==> src/rtl/fifo_pop_ctrl.sv <==
// fifo_pop_ctrl: pops burst_len words from fifo16 and streams them out over valid/ready.
// Ports: clk; rst (sync, active-low); start/burst_len burst request (sampled in IDLE);
// buf_empty/buf_out FIFO read side with one-cycle read latency; rd_en FIFO pop strobe;
// data_out/valid_out/ready_in output stream; busy high outside IDLE; done one-cycle
// completion pulse; pop_count cumulative pops, live only with FIFO_POP_CTRL_STATS_EN.
module fifo_pop_ctrl #(
  parameter int DATA_WIDTH = 4,
  parameter int BUF_WIDTH = 4
) (
  input  logic                  clk,
  input  logic                  rst,
  input  logic                  start,
  input  logic [BUF_WIDTH:0]    burst_len,
  input  logic                  buf_empty,
  input  logic [DATA_WIDTH-1:0] buf_out,
  output logic                  rd_en,
  output logic [DATA_WIDTH-1:0] data_out,
  output logic                  valid_out,
  input  logic                  ready_in,
  output logic                  busy,
  output logic                  done,
  output logic [BUF_WIDTH:0]    pop_count
);
  typedef enum logic [1:0] {IDLE, READ, FLUSH, DONE} state_t;
  localparam logic [BUF_WIDTH:0] ONE = {{BUF_WIDTH{1'b0}}, 1'b1};
  state_t state_q, state_d;
  logic [BUF_WIDTH:0] remaining_q, remaining_d, pending_q, pending_d;
  logic [1:0] occ_q, occ_d;
  logic rd_q;
  logic [DATA_WIDTH-1:0] data_q, data_d, skid_q, skid_d;
  logic accept, out_free;
  assign valid_out = occ_q != 2'd0;
  assign data_out = data_q;
  assign accept = valid_out && ready_in;
  assign busy = state_q != IDLE;
  assign done = state_q == DONE;
  // the output register can take the returning word if it is empty or emptying this edge
  assign out_free = occ_q == 2'd0 || (occ_q == 2'd1 && accept);
  // words held plus the one in flight, after this cycle's accept, must leave room
  assign rd_en = state_q == READ && remaining_q != '0 && !buf_empty &&
                 ({1'b0, occ_q} + {2'b0, rd_q} - {2'b0, accept}) < 3'd2;
  always_comb begin
    state_d = state_q;
    remaining_d = rd_en ? remaining_q - ONE : remaining_q;
    pending_d = accept ? pending_q - ONE : pending_q;
    occ_d = occ_q + {1'b0, rd_q} - {1'b0, accept};
    data_d = (accept && occ_q == 2'd2) ? skid_q : data_q;
    skid_d = (rd_q && !out_free) ? buf_out : skid_q;
    if (rd_q && out_free) data_d = buf_out;
    case (state_q)
      IDLE: if (start) begin
        state_d = burst_len == '0 ? DONE : READ;
        remaining_d = burst_len;
        pending_d = burst_len;
      end
      READ: if (rd_en && remaining_q == ONE) state_d = FLUSH;
      FLUSH: if (accept && pending_q == ONE) state_d = DONE;
      default: state_d = IDLE;
    endcase
  end
  always_ff @(posedge clk) begin
    if (!rst) begin
      state_q <= IDLE;
      remaining_q <= '0;
      pending_q <= '0;
      occ_q <= 2'd0;
      rd_q <= 1'b0;
      data_q <= '0;
      skid_q <= '0;
    end else begin
      state_q <= state_d;
      remaining_q <= remaining_d;
      pending_q <= pending_d;
      occ_q <= occ_d;
      rd_q <= rd_en;
      data_q <= data_d;
      skid_q <= skid_d;
    end
  end
`ifdef FIFO_POP_CTRL_STATS_EN
  logic [BUF_WIDTH:0] pop_count_q, pop_count_d;
  assign pop_count_d = rd_en ? pop_count_q + ONE : pop_count_q;
  assign pop_count = pop_count_q;
  always_ff @(posedge clk) begin
    if (!rst) pop_count_q <= '0;
    else pop_count_q <= pop_count_d;
  end
`else
  assign pop_count = '0;
`endif
endmodule

==> config.mk <==
export PLATFORM = sky130hd
export DESIGN_NAME = fifo_pop_ctrl
export DESIGN_NICKNAME = d
export VERILOG_FILES = /design/src/rtl/fifo_pop_ctrl.sv
export SDC_FILE = /design/constraint.sdc
export NUM_CORES = 1
export LEC_CHECK = 0
export CAP_MARGIN = 0
export CORE_MARGIN = 3
export CORE_UTILIZATION = 45
export CTS_CLUSTER_DIAMETER = 200
export DETAILED_ROUTE_END_ITERATION = 16
export GPL_ROUTABILITY_DRIVEN = 0
export GPL_TIMING_DRIVEN = 0
export PLACE_DENSITY_LB_ADDON = 0.12
export SLEW_MARGIN = 0
export SYNTH_ARGS = -nofsm -noshare
export SYNTH_HDL_FRONTEND = slang
export SYNTH_SLANG_ARGS = --single-unit
==> constraint.sdc <==
create_clock -name clk -period 3.4 [get_ports clk]
set_input_delay 0.68 -clock clk [delete_from_list [all_inputs] [get_ports clk]]
set_output_delay 0.68 -clock clk [all_outputs]
set_load 0.05 [all_outputs]
## Word level (Yosys, flattened, before mapping)

Index checks and enable logic that the tools add are counted.

- Register bits: 23
- Input bits: 14
- Output and inout port bits: 13
- Word-level logic and storage cells: 58

- Add/sub/neg operators: 6
- $lt $le $gt $ge: 1
- Equal/unequal tests: 10
- Multiplexer cells: 13
- Reductions and logical operators: 21

Operators with widths:

| kind | count |
|---|---|
| $mux 5 | 6 |
| $eq 5x1->1 const B | 2 |
| $logic_and 1x1->1 | 10 |
| $sub 5x1->5 const B | 2 |
| $mux 2 | 4 |
| $mux 4 | 2 |
| $eq 2x2->1 const B | 3 |
| $pmux 2 s3 | 1 |
| $reduce_bool 2->1 | 3 |
| $logic_not 5->1 | 1 |
| $reduce_bool 5->1 | 1 |
| $eq 2x1->1 const B | 2 |
| $logic_not 2->1 | 2 |
| $ne 2x2->1 const B | 2 |
| $add 2x1->3 | 1 |
| $lt 3x2->1 const B | 1 |
| $reduce_and 3->1 | 1 |
| $sub 3x1->3 | 1 |
| $add 2x1->2 | 1 |
| $logic_not 1->1 | 2 |
| $ne 2x1->1 const B | 1 |
| $sub 2x1->2 | 1 |
| $logic_or 1x1->1 | 1 |

## Longest topological paths before layout

- Depth after elaboration: 8
- Depth in mapped cells: 10
- Gate-level depth less buffers: 9

## Worst setup path after synthesis

OpenSTA, ideal clock, no wires.

- Path type: input-to-output
- Start point: input ready_in
- End point: output rd_en
- Arrival: 2.396 ns
- Required time: 2.720 ns
- Setup slack: 0.324 ns
- Cell stages on the path: 8
- Buffers on the path: 0
- Cell sequence: o21a_1 -> nand2b_1 -> nand2_1 -> ha_1 -> fa_1 -> nor3b_2 -> nand3_2 -> inv_1

- Longest elaborated chain between the ends: 4

RTL lines:

| what | line | RTL |
|---|---|---|
| start: declaration | 19 | `input logic ready_in,` |
| $logic_and 1x1->1 | 34 | `assign accept = valid_out && ready_in;` |
| $sub 3x1->3 | 41 | `({1'b0, occ_q} + {2'b0, rd_q} - {2'b0, accept}) < 3'd2;` |
| $lt 3x2->1 | 41 |  |
| $logic_and 1x1->1 | 40 | `assign rd_en = state_q == READ && remaining_q != '0 && !buf_empty &&` |
| end: declaration | 16 | `output logic rd_en,` |

Every way passes these cells.

## Worst setup path after layout

Ends and elaborated chain as after synthesis.

==> results.ini <==
[critical_path]
rrSetupSlack_ns = 0.59
crit_cells = 10
cp_data_required_time_ns = 2.72
critical_path_buf_inv_count = 3
startpoint_type = input pin
cpPeakStageDelay_ns = 0.45
crit_path_end_kind = output pin
crit_chain = dlygate4sd2_1 -> o21a_2 -> nand2b_1 -> nand2_1 -> ha_1 -> fa_2 -> nor3b_4 -> nand3_4 -> inv_1 -> buf_6
reg2reg_to = state_q[0]
worst-setup-path-type = in -> out
worstPathArrival_ns = 2.56
crit_path_end = rd_en
timing.rr.start = occ_q[1]
reg2reg_depth = 12
crit_family = adder cells
path_max_fanout = 4
critPathLaunch = ready_in
crit_path_top_delay_cell = fa_2

[die]
start_util = 0.500
die_x_um = 60.1
rows = 18
die_y_um = 60.1
io_pins = 27
dieArea_um2 = 3610
core_area_um2 = 2640

[clock_network]
cts_made_buffers = 3
cts_tree = yes
cts.clk_slew.worst_paths_ns = 0.14
htreeDepth = 1
clock_path_buffers = 2
cts_hold_buf = 0
cts_num_sinks = 23
cts-root-buf = clkbuf_4
clock_latency_ns = 0.32

[final_layout]
final_area_um2 = 1660
nets = 204
utilization = 0.629
syn2layout_area_growth_pct = 26.0
drive_above_1_share = 0.153
diodes = 0

[route]
wl_um = 2900
drtIter0Drc = 43
vias = 1111
dr.pass1.iters = 4
drc_errors = 0
antenna_left = 0
avgRoutedWirePerCell_um = 14.0
viasPerCell = 5.37

[logic_synthesis]
synth_enable_flop_cells = 0
synth_area_leaders = dfxtp_1 (35%), ha_1 (10%), mux2i_1 (6.8%), buf_4 (3.4%), inv_1 (3.4%)
ys_ff_latch = 23
ys_seq_area_frac = 0.350
yosysTopAreaCell = dfxtp_1
synth_flop_cell = dfxtp_1
syn-instance-count = 144
async_flop_share = 0
synth_top_area_frac = 0.350
synthTopCellsByCount = dfxtp_1 (23), inv_1 (12), ha_1 (11), nor2_1 (11), mux2i_1 (9)
syn_area_um2 = 1320
synth_warnings = 0
synth.distinct_cells = 40
synth.most_common_cell = dfxtp_1
avgSynthCellArea_um2 = 9.14

[pwr]
p_sw_frac = 0.463
p_per_area_nw_per_um2 = 804
p_leak_uw = 0.000729
ir_worst_vdd_uv = 801
pwr-share-clk = 0.103
p_int_uw = 717
seqPwrFrac = 0.309
pwr-share-comb = 0.588
switchingPower_uw = 617

[sta]
drv_slew = 0
fin_crit_sh = 0.954
setup_ws_ns = 0.157
final.setup.tns_ns = 0
slew_headroom = 0.653
timing.final.hold_violations = 0
setup_viol_count_final = 0
period_minus_slack_ns = 3.24
clock_skew_ns = 0.00593
rsz0062_at_grt = false
timing.fmax_ghz = 0.308
worst_slew_pin_slew_ns = 0.517

[global_routing]
grt_overflow_total = 0
grt_pass1_wl_um = 4820
grt_max_degree = 14
grt_use_total = 0.174
grt_pass1_vias = 1067
grt_antenna_before_repair = 0

[run_status]
status = complete, no violations

[flow_run]
cap_violations = 0

[place]
portBuffers = 21
dp_slack_ns = -1.03
placed_cell_area_um2 = 1580
dp_hpwl_um = 2190

[min_path]
hold_class = reg -> reg

## power groups by stage
stage | sequential, uW | clock, uW | combinational (uW)
final | 412 | 137 | 784
after global placement | 412 | 0 | 703
after global routing | 421 | 151 | 859
after detailed placement | 415 | 0 | 720
after CTS | 410 | 138 | 773
after floorplan | 423 | 0 | 527
## final cells by class
| class | instances | area [um2] |
|---|---|---|
| plain buffers | 9 | 56.3 |
| clock inverters | 1 | 5.00 |
| flip-flops and latches | 23 | 460 |
| well taps | 30 | 37.5 |
| clock buffers | 3 | 22.5 |
| fillers | 222 | 977 |
| multi-input cells | 104 | 791 |
| repair buffers | 25 | 240 |
| inverters | 12 | 45.0 |
## cell usage in the layout, fill, tap and decap left out, types with 2 or more instances in the layout
cell type        count
a211oi_1             4
a21oi_1              8
a31oi_1              3
and2_1               2
buf_4               10
clkbuf_1             3
clkbuf_4             3
clkdlybuf4s50_1     19
conb_1               5
dfxtp_1             23
ha_1                11
inv_1               12
mux2i_1              9
nand2_1              7
nand4_1              2
nor2_1              11
nor2b_1              2
nor4_1               2
o21ai_0              6
o21ai_2              2
or3_1                4
or4b_1               2
xnor2_1              4
xor2_1               2
## worst min-delay path by stage
stage | to | depth (start not counted) | startpoint
2_1_floorplan | skid_q[0] | 2 | skid_q[0]
3_3_place_gp | skid_q[1] | 2 | skid_q[1]
3_5_place_dp | skid_q[1] | 2 | skid_q[1]
4_1_cts | skid_q[1] | 2 | skid_q[1]
5_1_grt | remaining_q[4] | 2 | remaining_q[4]
6_report | skid_q[1] | 2 | skid_q[1]
## sequential cells by signal, indices dropped and copies added, names as in the netlist
register	flops
data_out	4
occ_q	2
pending_q	5
rd_q	1
remaining_q	5
skid_q	4
state_q	2
## cells by family (layout without fill, tap and decap cells)
group,count (synthesis),count (layout),synth area share
compound gates,29,29,0.144
fa+ha+maj,12,12,0.120
simple gates,41,41,0.177
mux,10,10,0.0770
other cells,1,5,0.00285
xor+xnor,7,7,0.0523
flops,23,23,0.350
buf+inv,21,50,0.0770
## stage by stage
step / total power [uW] / instances / hold WS, ns
global placement: 1110 / 199 / 0.474
CTS: 1320 / 206 / 0.526
finish: 1330 / 207 / 0.522
floorplan: 950 / 148 / 0.463
global route: 1430 / 207 / 0.559
detailed placement: 1140 / 199 / 0.494
## metal layers
layer	global-route usage	vias up	routed length, um
met5	0	-	0
met4	0.0475	0	22
met3	0.0238	2	201
met2	0.282	47	1370
met1	0.241	505	1310
li1	-	557	-
## worst reg2reg max path: cells and delay by family, from the launching register on
family | cells | cell delay, ns
buffers and inverters | 3 | 0.42
adder cells (fa/ha/maj) | 2 | 0.64
flip-flops | 1 | 0.32
AND/OR/NAND/NOR | 3 | 0.47
AO/OA/AOI/OAI | 4 | 0.87
## timing repair
action / CTS / global route
setup endpoints to repair: 1 / 1
resized for setup: 12 / 1
setup buffers: 3 / 1
pin swaps: 3 / 2
No activity file was read; power rests on OpenSTA's default activity.
